File: config.mk
export PLATFORM = sky130hd
export DESIGN_NAME = inst_encoder_loader
export DESIGN_NICKNAME = d
export VERILOG_FILES = /design/src/rtl/inst_encoder_loader.sv
export SDC_FILE = /design/constraint.sdc
export NUM_CORES = 1
export LEC_CHECK = 0
export CAP_MARGIN = 15
export CORE_ASPECT_RATIO = 0.9
export CORE_MARGIN = 3
export CORE_UTILIZATION = 25
export CTS_BUF_LIST = sky130_fd_sc_hd__clkbuf_2
export CTS_CLUSTER_DIAMETER = 50
export DETAILED_ROUTE_END_ITERATION = 7
export PLACE_DENSITY = 0.47
export SKIP_CTS_REPAIR_TIMING = 1
export SYNTH_ARGS = -nofsm -noshare
export SYNTH_HDL_FRONTEND = slang
export SYNTH_SLANG_ARGS = --single-unit
export TNS_END_PERCENT = 30
File: constraint.sdc
create_clock -name clk -period 4.9 [get_ports clk]
set_input_delay 0.735 -clock clk [delete_from_list [all_inputs] [get_ports clk]]
set_output_delay 0.735 -clock clk [all_outputs]
set_load 0.01 [all_outputs]
File: src/rtl/inst_encoder_loader.sv
// inst_encoder_loader: packs decoded instruction fields into 16-bit words and writes them
// sequentially into instruction memory, optionally reading each word back to verify it.
module inst_encoder_loader #(
  parameter int ADDR_W = 8,
  parameter int DEPTH  = 256,
  parameter int VERIFY = 1
) (
  input  logic              clk,
  input  logic              rst_n,
  input  logic              start,
  input  logic [ADDR_W-1:0] base_addr,
  input  logic [ADDR_W:0]   count,
  input  logic              in_valid,
  output logic              in_ready,
  input  logic [1:0]        cond,
  input  logic [3:0]        opcd,
  input  logic [2:0]        dest,
  input  logic [2:0]        source,
  input  logic [3:0]        source2,
  output logic              mem_we,
  output logic              mem_re,
  output logic [ADDR_W-1:0] mem_addr,
  output logic [15:0]       mem_wdata,
  input  logic [15:0]       mem_rdata,
  output logic              busy,
  output logic              done,
  output logic              err,
  output logic [ADDR_W-1:0] err_addr,
  output logic [ADDR_W:0]   words_written
);
  typedef enum logic [2:0] {S_IDLE, S_ACCEPT, S_WRITE, S_READ, S_CHECK, S_ADVANCE, S_DONE} state_t;
  state_t            r_state, w_next;
  logic [ADDR_W-1:0] r_addr, r_err_addr;
  logic [ADDR_W:0]   r_rem, r_words;
  logic [15:0]       r_hold;
  logic              r_err, r_zdone;
  logic              w_xfer, w_start_load, w_start_zero;
  assign w_xfer       = in_valid && in_ready;
  assign w_start_load = r_state == S_IDLE && start && count != '0;
  assign w_start_zero = r_state == S_IDLE && start && count == '0;
  assign in_ready      = r_state == S_ACCEPT;
  assign mem_we        = r_state == S_WRITE;
  assign mem_re        = r_state == S_READ;
  assign busy          = r_state != S_IDLE;
  // a zero-length load never leaves IDLE, so its done pulse comes from a flag
  assign done          = r_state == S_DONE || r_zdone;
  assign mem_addr      = r_addr;
  assign mem_wdata     = r_hold;
  assign err           = r_err;
  assign err_addr      = r_err_addr;
  assign words_written = r_words;
  always_comb begin
    w_next = r_state;
    case (r_state)
      S_IDLE:    w_next = w_start_load ? S_ACCEPT : S_IDLE;
      S_ACCEPT:  w_next = w_xfer ? S_WRITE : S_ACCEPT;
      S_WRITE:   w_next = VERIFY != 0 ? S_READ : S_ADVANCE;
      S_READ:    w_next = S_CHECK;
      S_CHECK:   w_next = S_ADVANCE;
      S_ADVANCE: w_next = r_rem == 1 ? S_DONE : S_ACCEPT;
      default:   w_next = S_IDLE;
    endcase
  end
  always_ff @(posedge clk or negedge rst_n) begin
    if (!rst_n) begin
      r_state    <= S_IDLE;
      r_addr     <= '0;
      r_rem      <= '0;
      r_hold     <= '0;
      r_words    <= '0;
      r_err      <= 1'b0;
      r_err_addr <= '0;
      r_zdone    <= 1'b0;
    end else begin
      r_state <= w_next;
      r_zdone <= w_start_zero;
      if (w_start_load) begin
        r_addr     <= base_addr;
        r_rem      <= count;
        r_words    <= '0;
        r_err      <= 1'b0;
        r_err_addr <= '0;
      end
      if (w_start_zero) begin
        r_words <= '0;
        r_err   <= 1'b0;
      end
      if (r_state == S_ACCEPT && w_xfer)
        r_hold <= {cond, opcd, dest, source, source2};
      if (r_state == S_CHECK && mem_rdata != r_hold) begin
        r_err <= 1'b1;
        if (!r_err) r_err_addr <= r_addr;
      end
      if (r_state == S_ADVANCE) begin
        r_words <= r_words + 1'b1;
        r_rem   <= r_rem - 1'b1;
        r_addr  <= r_addr == ADDR_W'(DEPTH - 1) ? '0 : r_addr + 1'b1;
      end
    end
  end
endmodule

# == Word level (Yosys, flattened, before mapping) ==
# Cells that the tools add are included.
# classes
addsub,3
n_eq_ne,9
muxes,18
n_reduce_logical,14
# op_table
cell,n
$mux W8,6
$mux W9,5
$pmux W3 S6,1
$ne A16 B16 Y1,1
$add A9 B1 Y9 const B,1
$eq A3 B3 Y1 const B,3
$eq A9 B1 Y1 const B,1
$logic_not A9 Y1,1
$reduce_bool A3 Y1,3
$reduce_bool A9 Y1,1
$sub A9 B1 Y9 const B,1
$add A8 B1 Y8 const B,1
$eq A8 B8 Y1 const B,1
$eq A3 B2 Y1 const B,2
$logic_and A1 B1 Y1,6
$mux W1,4
$eq A3 B1 Y1 const B,1
$logic_not A3 Y1,1
$mux W3,1
$mux W2,1
$reduce_bool A2 Y1,1
$logic_or A1 B1 Y1,1
# word_totals
ff_bits,55
inputBits,53
out_inout_bits,47
elab_cells,52

# == Depth between registers and ports, before layout ==
# Gate-level depths: netlist of the first run.
# depth
ltp_word,6
depth_mapped,7
depth_no_buf,6

# == Worst setup path before layout of the first run ==
# Ideal clock, no wire load.
# synth_path
path_type,input port to flip-flop
startpoint,input count[5]
endpoint,register r_rem[4]
setup_ns,0.126
arrival_time_ns,1.971
required_time_ns,4.774
setup_slack_ns,2.803
cell_stages,4
path_buffers,1
path_cell_list,nor4_1 -> a31oi_2 -> buf_4 -> a221o_1
# synth_via
elab_chain_len,3
# synth_lines
element,line_no,rtl
start: declaration,12,"input logic [ADDR_W:0] count,"
$reduce_bool A9 Y1,39,assign w_start_load = r_state == S_IDLE && start && count != '0;
$logic_and A1 B1 Y1,39,
$reduce_bool A2 Y1 (no source line),--,
end signal: assignment,79,r_rem <= count;
end signal: assignment,96,r_rem <= r_rem - 1'b1;
end: declaration,34,"logic [ADDR_W:0] r_rem, r_words;"
# No other way between the ends.
# A chain may end at the register's enable or synchronous reset.

# == Final worst setup path of the first run ==
# layout_path
startpoint,register r_state[1]
endpoint,output mem_we
# layout_via
elab_chain_len,1
# layout_lines
element,line_no,rtl
start: declaration,32,"state_t r_state, w_next;"
start signal: assignment,75,r_state <= w_next;
$eq A3 B2 Y1,42,assign mem_we = r_state == S_WRITE;
end: declaration,20,"output logic mem_we,"
# No other way between the ends.

==> results of run 1 <==
state kept, by name, summed over array words and instances (netlist names):
name / count
mem_addr: 8
mem_wdata: 16
r_zdone: 1
r_state: 3
err_addr: 8
err: 1
words_written: 9
r_rem: 9
per-stage QoR:
stage               std cells  hold WS [ps]  area, um^2
floorplan                 281           439        2810
detailed placement        519           473        3920
global route              527           357        4020
finish                    527           355        4020
CTS                       527           354        4020
global placement          519           473        3920
area by class of cell:
type	instances	area (um^2)	area share
timing repair buffer	100	993	0.247
clock inverter	3	67.6	0.0168
tap	152	190	0.0474
clock buffer	5	25.0	0.00623
sequential	55	1380	0.343
inverter	12	45.0	0.0112
multi-input combinational	200	1320	0.328
worst paths after layout:
path / from / slack, ps / cells after the start / end
worst min-delay path: rst_n / 360 / 2 / err_addr[4]
max in group asynchronous: rst_n / 4070 / 2 / words_written[0]
min in group clk: words_written[8] / 510 / 1 / words_written[8]
worst min register to register: words_written[8] / 510 / 1 / words_written[8]
worst max-delay path: r_state[1] / 2210 / 2 / mem_we
worst max register to register: r_state[1] / 2520 / 4 / r_rem[6]
worst max-delay path: cells and delay by family (launching register included):
kind          cells  cell delay [ps]
flops             1              600
buf+inv           1              610
simple gates      1              290
cells in the mapped netlist:
library cell	n
dfrtp_1	55
nand2_1	36
nand3_1	20
o21ai_0	17
mux2_2	16
xnor2_1	16
inv_1	12
nor2_1	12
a21oi_1	10
mux2i_1	9
nand4_1	8
nor3_1	8
buf_2	7
o211ai_1	6
clkbuf_1	5
nor4_1	5
a31oi_1	4
ha_1	4
a221o_1	3
and3_1	3
o22ai_1	2
o31ai_1	2
or4_1	2
a211o_1	1
a21o_1	1
a31o_2	1
a31o_4	1
a31oi_2	1
and3b_1	1
buf_4	1
buf_6	1
nand2_4	1
nand3b_1	1
nand4b_1	1
nor3b_1	1
o21ai_1	1
o2bb2a_1	1
o311ai_0	1
o41ai_1	1
or3_1	1
or4b_4	1
xor2_1	1
metal layers:
layer  vias up  share of wire
met1      1170           0.45
met5         -              0
met3         8          0.044
li1       1197              -
met4         0          0.011
met2        51           0.50
where the power goes:
group | switching (mW) | internal, mW | total (mW) | leakage, nW
clock network | 0.156 | 0.137 | 0.293 | 0.0492
logic | 0.466 | 0.585 | 1.05 | 0.911
registers | 0.219 | 0.643 | 0.863 | 0.688
total | 0.842 | 1.36 | 2.21 | 1.65
cell families (layout without fill, tap and decap cells):
logic type / Yosys count / after routing / share of synthesized area
flops: 55 / 55 / 0.489
compound gates: 53 / 53 / 0.125
simple gates: 101 / 101 / 0.177
mux: 25 / 25 / 0.0961
buf+inv: 26 / 120 / 0.0418
xor+xnor: 17 / 17 / 0.0529
fa+ha+maj: 4 / 4 / 0.0178
placed cells by master, fill, tap and decap left out, types with 10 or more instances in the layout:
cell / instances
a21oi_1: 10
inv_1: 12
nand2_1: 36
mux2_2: 16
xnor2_1: 16
o21ai_0: 17
nand3_1: 20
nor2_1: 12
clkdlybuf4s50_1: 98
dfrtp_1: 55
==> results.py, run 1 <==
metrics = {
    "outcome": {
        "status": "finished clean",
    },
    "power_and_ir_drop": {
        "peakVddDrop_v": 0.000144,
        "p_total_mw": 2.21,
        "p_per_area_nw_per_um2": 549,
        "p_leak_nw": 1.65,
    },
    "routing": {
        "wl_per_cell_um": 14.5,
        "vias_per_cell": 4.60,
        "remaining_drc_errors": 0,
        "vias": 2426,
        "drt_iter0_markers": 95,
        "drt-pass1-iter-count": 4,
        "ant_nets": 0,
        "drt-total-wl_um": 7650,
    },
    "sta": {
        "fmax_mhz": 371,
        "worstMarginPinSlew_ps": 939,
        "worst_slack_ps": 2210,
        "relSlewSlack": 0.372,
        "fin_crit_ps": 2690,
        "rsz0062_at_grt": "false",
        "drv_slew": 0,
        "finalSetupTns_ps": 0,
        "period_share": 0.549,
        "skew_ps": 22.0,
        "hold_viol": 0,
        "finalSetupViolCount": 0,
    },
    "critical_path": {
        "cp-end-kind": "output pin",
        "path_class": "reg -> out",
        "crit_chain": "nor3b_1 -> clkdlybuf4s50_1",
        "cp_max_fo": 12,
        "slowest_stage": "clkdlybuf4s50_1",
        "start_kind": "register",
        "arrival_ps": 1960,
        "slowest_delay_ps": 610,
        "crit_required_ps": 4160,
    },
    "clocking": {
        "htree_levels": 2,
        "cts_tree": "done",
        "cts_buffers": 5,
        "clk_pin_slew_ps": 310,
        "clk_latency_ps": 470,
        "clock-sinks": 55,
        "clockBufferDepth": 2,
        "cts-root-buf": "clkbuf_2",
    },
    "finish": {
        "final_layout_size_suffix_gt1_frac": 0.0827,
        "nets": 431,
        "post-route-util": 0.368,
        "antennaDiodeCount": 0,
        "fillCellCount": 1147,
        "area_delta_synth_final_pct": 42.8,
    },
    "placement": {
        "dp_slack_ps": 1900,
        "dpl.hpwl_um": 5670,
        "portBuffers": 99,
        "gp_congestion": 0.759,
    },
    "yosys": {
        "synth_top_cell_by_area": "dfrtp_1",
        "yosysTopAreaCellShare": 0.489,
        "netlist_instances": 281,
        "ys_seq_area_frac": 0.489,
        "synth.distinct_cells": 42,
        "synth_nets": 338,
        "synthesis.area_um2": 2810,
        "yosys_warnings": 0,
        "syn_avg_cell_area_um2": 10.0,
        "ys_top_cells_by_area": "dfrtp_1 (49%), mux2_2 (6.4%), xnor2_1 (5.0%)",
        "ys_ff_latch": 55,
    },
    "hold_path": {
        "hold_path.class": "in -> async",
    },
    "global_routing": {
        "top_usage_layer": "met2",
        "grt-ovfl-total": 0,
        "antenna_found_initial": 0,
        "grt_util_met1": 0.158,
        "grt_use_met2": 0.203,
        "grt_use_met3": 0.0264,
        "grtUsageTotal": 0.120,
        "grt_pass1_vias": 2362,
        "grt_start_max_net_pins": 56,
        "grt_pass1_wl_um": 12400,
    },
    "floorplanning": {
        "ios": 100,
        "fp.dieW_um": 118,
        "num_rows": 36,
        "die_height_um": 107,
        "initial_utilization": 0.258,
        "fp.dieArea_um2": 12600,
        "core_area_um2": 10900,
    },
    "flow_run": {
        "maxCapViolCount": 0,
    },
}
No activity file was read; power rests on OpenSTA's default activity.
==> inputs of run 2 (changes only) <==
--- a/config.mk
+++ b/config.mk
@@ -12,7 +12,7 @@
 export CTS_BUF_LIST = sky130_fd_sc_hd__clkbuf_2
 export CTS_CLUSTER_DIAMETER = 50
 export DETAILED_ROUTE_END_ITERATION = 7
-export PLACE_DENSITY = 0.47
+export PLACE_DENSITY = 0.48
 export SKIP_CTS_REPAIR_TIMING = 1
 export SYNTH_ARGS = -nofsm -noshare
 export SYNTH_HDL_FRONTEND = slang
==> constraint.sdc (replaced) <==
create_clock -name clk -period 2.27 [get_ports clk]
set_input_delay 0.3405 -clock clk [delete_from_list [all_inputs] [get_ports clk]]
set_output_delay 0.3405 -clock clk [all_outputs]
set_load 0.01 [all_outputs]
==> results.py, run 2 (same netlist as run 1, synthesis figures left out) <==
metrics = {
    "outcome": {
        "status": "finished clean",
    },
    "critical_path": {
        "ff2ff_setup_slack_ps": 300,
        "crit_chain": "inv_2 -> a31o_2 -> clkdlybuf4s50_1",
        "slowest_delay_ps": 540,
        "path_class": "reg -> out",
        "cp_max_fo": 10,
        "start_kind": "register",
        "timing.rr.start": "r_state[0]",
        "r2r_cells": 5,
        "crit_required_ps": 1930,
        "r2r-end": "r_rem[7]",
        "cp-end-kind": "output pin",
        "arrival_ps": 1790,
        "slowest_stage": "dfrtp_2",
    },
    "sta": {
        "whs_ps": 310,
        "worst_slack_ps": 136,
        "skew_ps": 28.4,
        "relSlewSlack": 0.635,
        "drv_slew": 0,
        "fmax_mhz": 469,
        "worstMarginPinSlew_ps": 546,
        "period_share": 0.940,
        "hold_viol": 0,
        "finalSetupViolCount": 0,
        "rsz0062_at_grt": "false",
        "fin_crit_ps": 2130,
    },
    "routing": {
        "drt-pass1-iter-count": 4,
        "highest_layer": "met4",
        "remaining_drc_errors": 0,
        "vias": 2473,
        "wl_met2_um": 3850,
        "drt-total-wl_um": 7850,
        "detail_route.wirelength.met1_um": 3620,
        "wl_per_cell_um": 14.5,
        "vias_per_cell": 4.57,
        "ant_nets": 0,
        "drt_iter0_markers": 115,
        "wl_met3_um": 307,
    },
    "placement": {
        "dpl.hpwl_um": 5980,
        "gp_congestion": 0.750,
        "portBuffers": 99,
        "dp_slack_ps": 4.98,
        "placed_cell_area_um2": 4030,
    },
    "flow_run": {
        "maxCapViolCount": 0,
    },
    "finish": {
        "antennaDiodeCount": 0,
        "largest_reg_flops": 16,
        "postLayoutCellArea_um2": 4100,
        "final_common_cell": "clkdlybuf4s50_1",
        "final_layout_size_suffix_gt1_frac": 0.121,
        "nets": 445,
        "area_delta_synth_final_pct": 45.6,
        "layout_common_cells": "clkdlybuf4s50_1 (95), dfrtp_1 (54), nand2_1 (36)",
    },
    "global_routing": {
        "grt_start_max_net_pins": 37,
        "grtUsageTotal": 0.128,
        "grt-ovfl-total": 0,
        "antenna_found_initial": 0,
        "grt_pass1_wl_um": 13100,
        "grt_pass1_vias": 2560,
    },
    "power_and_ir_drop": {
        "intPower_mw": 2.82,
        "combPwrFrac": 0.521,
        "peakVddDrop_v": 0.000354,
        "power_frac_seq": 0.391,
        "clkPwrFrac": 0.088,
        "swShare": 0.393,
        "p_leak_nw": 1.75,
        "p_sw_mw": 1.82,
        "p_per_area_nw_per_um2": 1130,
    },
    "clocking": {
        "cts_buffers": 5,
        "cts-root-buf": "clkbuf_2",
        "htree_levels": 2,
        "clock-sinks": 55,
        "clk_latency_ps": 470,
        "clk_pin_slew_ps": 290,
        "clockBufferDepth": 2,
        "cts_tree": "done",
    },
    "floorplanning": {
        "initial_utilization": 0.258,
        "fp.dieArea_um2": 12600,
        "die_height_um": 107,
        "core_area_um2": 10900,
        "fp.dieW_um": 118,
        "ios": 100,
        "num_rows": 36,
    },
    "hold_path": {
        "hold_path.class": "in -> async",
    },
}
==> run 2: how the worst max path moves through the flow <==
stage / cells after the start / start / slack (ps) / endpoint
finish: 3 / r_state[0] / 140 / done
floorplan: 6 / r_state[0] / 520 / mem_addr[2]
global placement: 7 / mem_rdata[12] / 30 / err_addr[0]
global route: 3 / r_state[0] / 3 / done
detailed placement: 7 / mem_rdata[0] / 5 / err_addr[0]
CTS: 3 / r_state[2] / -50 / mem_we
==> run 2: critical path, delay by kind of cell, from the launching register on <==
family                 cells  cell delay [ps]
AOI/OAI and AO/OA          1              150
buffers and inverters      2              650
DFF                        1              540
==> run 2: power by group through the flow <==
| stage | clock [mW] | combinational, mW | sequential (mW) |
|---|---|---|---|
| 2_1_floorplan | 0 | 1.21 | 1.90 |
| 3_3_place_gp | 0 | 2.42 | 1.84 |
| 3_5_place_dp | 0 | 2.45 | 1.84 |
| 4_1_cts | 0.437 | 2.46 | 1.82 |
| 5_1_grt | 0.466 | 2.67 | 1.91 |
| 6_report | 0.407 | 2.42 | 1.82 |
==> run 2: layer usage <==
| layer | global-route usage | up-vias |
|---|---|---|
| li1 | - | 1228 |
| met1 | 0.167 | 1186 |
| met2 | 0.217 | 55 |
| met3 | 0.0274 | 4 |
| met4 | 0.0335 | 0 |
| met5 | 0 | - |
==> run 2: area by class of cell <==
cell class	instances	area [um^2]
clock buffers	7	35.0
clock inverters	1	5.00
fillers	1140	6810
inverters	12	45.0
multi-input cells	200	1320
flip-flops and latches	55	1380
well taps	152	190
repair buffers	114	1120
==> run 2: metrics by stage <==
stage               power, mW  utilization  TNS (ps)  cells
detailed placement       4.30        0.370         0    532
CTS                      4.72        0.374      -139    540
global route             5.05        0.376         0    541
floorplan                3.11            -         0    281
finish                   4.64        0.376         0    541
global placement         4.26        0.370         0    532
==> variant (flow settings as in run 2) <==
`DEPTH`: 256 -> 192.
--- a/src/rtl/inst_encoder_loader.sv
+++ b/src/rtl/inst_encoder_loader.sv
@@ -4,3 +4,3 @@
   parameter int ADDR_W = 8,
-  parameter int DEPTH  = 256,
+  parameter int DEPTH  = 192,
   parameter int VERIFY = 1
Behaviour: not the same (a bounded check fails within 10 cycles, from zero or initial values and one cycle with rst_n low).
==> variant against run 2 <==
- non-clock buffer count increased by 2
- final area increased by 0.82%
- total power decreased by 2.3%
- critical path depth unchanged
- sequential power about the same
- routed wire length decreased by 0.28%
- area after synthesis about the same
- setup slack improved by 0.16 ns
- count of clock-buffer cells in the layout decreased by 1
- sequential cell count unchanged
- final cell count decreased by 0.74%
==> variant: results (changes against run 2) <==
* DR WL met3 at 360 um (was 307 um)
* Seq/Total Area, Yosys at 0.4889 (was 0.4893)
* Status: complete, no violations (unchanged)
* Post-Synth XOR/XNOR Area at 0.05289 (was 0.05294)
* CP max FO at 6 (was 10)
* Clock latency on the worst-skew pair at 0.45 ns (was 0.47 ns)
* Vias at 2,436 (was 2,473)
* WL per Instance at 14.57 um (was 14.50 um)
* GR Layer Usage met1 at 0.1752 (was 0.1666)
* Comb group at 2.31 mW (was 2.42 mW)
* Comb pwr share at 0.510 (was 0.521)
* WP data arrival at 1.64 ns (was 1.79 ns)
* Clock Skews at 0.02748 ns (was 0.02845 ns)
* GRT met2 Usage at 0.1978 (was 0.2175)
* GR Util met3 at 0.02795 (was 0.02743)
* Int Pwr at 2.771 mW (was 2.820 mW)
* GPL Wtd Cong at 0.7704 (was 0.7497)
* Iter 0 DRT Violations at 79 (was 115)
* Routed metal-1 wire length at 3963 um (was 3620 um)
* Vias in the first global route at 2,418 (was 2,560)
* Cell variety after synth at 47 (was 42)
* Largest net degree at the start of global routing at 24 (was 37)
* Met2 routed WL at 3454 um (was 3848 um)
* First-pass GRT wire length at 12,720 um (was 13,110 um)
* Top cells by count, synth: 55 x dfrtp_1, 31 x nand2_1, 16 x nand3_1, 16 x nor2_1, 16 x xnor2_1 (was 55 x dfrtp_1, 36 x nand2_1, 20 x nand3_1, 17 x o21ai_0)
* Mux contribution to synthesized area at 0.09600 (was 0.09609)
* Pleak at 1.801 nW (was 1.748 nW)
* Pre-CTS setup slack at 0.05927 ns (was 0.004979 ns)
-- variant: cell types whose count changed in the layout (fill, tap and decap cells not counted), sizes merged, moves of 3 or more --
cell and change:
nand2 -5, and3 +4, nand3 -4, nor3 -4, nor2 +4, o21ai -6
a21oi -3
-- variant: cell families after synthesis --
| logic type | after synthesis |
|---|---|
| AOI/OAI and AO/OA | 47 |
| adders and majority gates | 4 |
| xor gates and xnor gates | 17 |
| and+or+nand+nor | 101 |
| DFF | 55 |
| buffers and inverters | 25 |
| muxes | 25 |
-- variant: worst paths after layout --
path | from | to | slack (ns) | depth (start not counted)
max in group asynchronous | rst_n | r_state[2] | 1.24 | 3
min in group clk | base_addr[1] | mem_addr[1] | 0.42 | 3
setup reg to reg | mem_addr[1] | mem_addr[5] | 0.32 | 6
setup / recovery | r_state[2] | busy | 0.29 | 3
hold / removal | rst_n | mem_wdata[9] | 0.34 | 2
hold reg to reg | words_written[8] | words_written[8] | 0.50 | 1
-- variant: per-stage QoR --
| step | utilization | cells | hold slack (ns) |
|---|---|---|---|
| 6_report | 0.3788 | 537 | 0.3414 |
| 5_1_grt | 0.3788 | 537 | 0.3451 |
| 4_1_cts | 0.3759 | 536 | -0.2080 |
| 3_5_place_dp | 0.3720 | 528 | 0.3570 |
| 3_3_place_gp | 0.3720 | 528 | 0.3540 |
| 2_1_floorplan | - | 274 | 0.04491 |
-- variant: worst max-delay path: stages (launching register included) --
cell	delay, ns
dfrtp_2	0.51
buf_4	0.17
or3_1	0.35
dlymetal6s2s_1	0.19
-- variant: area by class of cell --
cell class	instances	area [um2]
clock buffer	6	30.03
clock inverter	2	12.51
fill	1150	6771
inverter	12	45.04
multi-input combinational	194	1330
sequential	55	1380
tap	152	190.2
timing repair buffer	116	1141
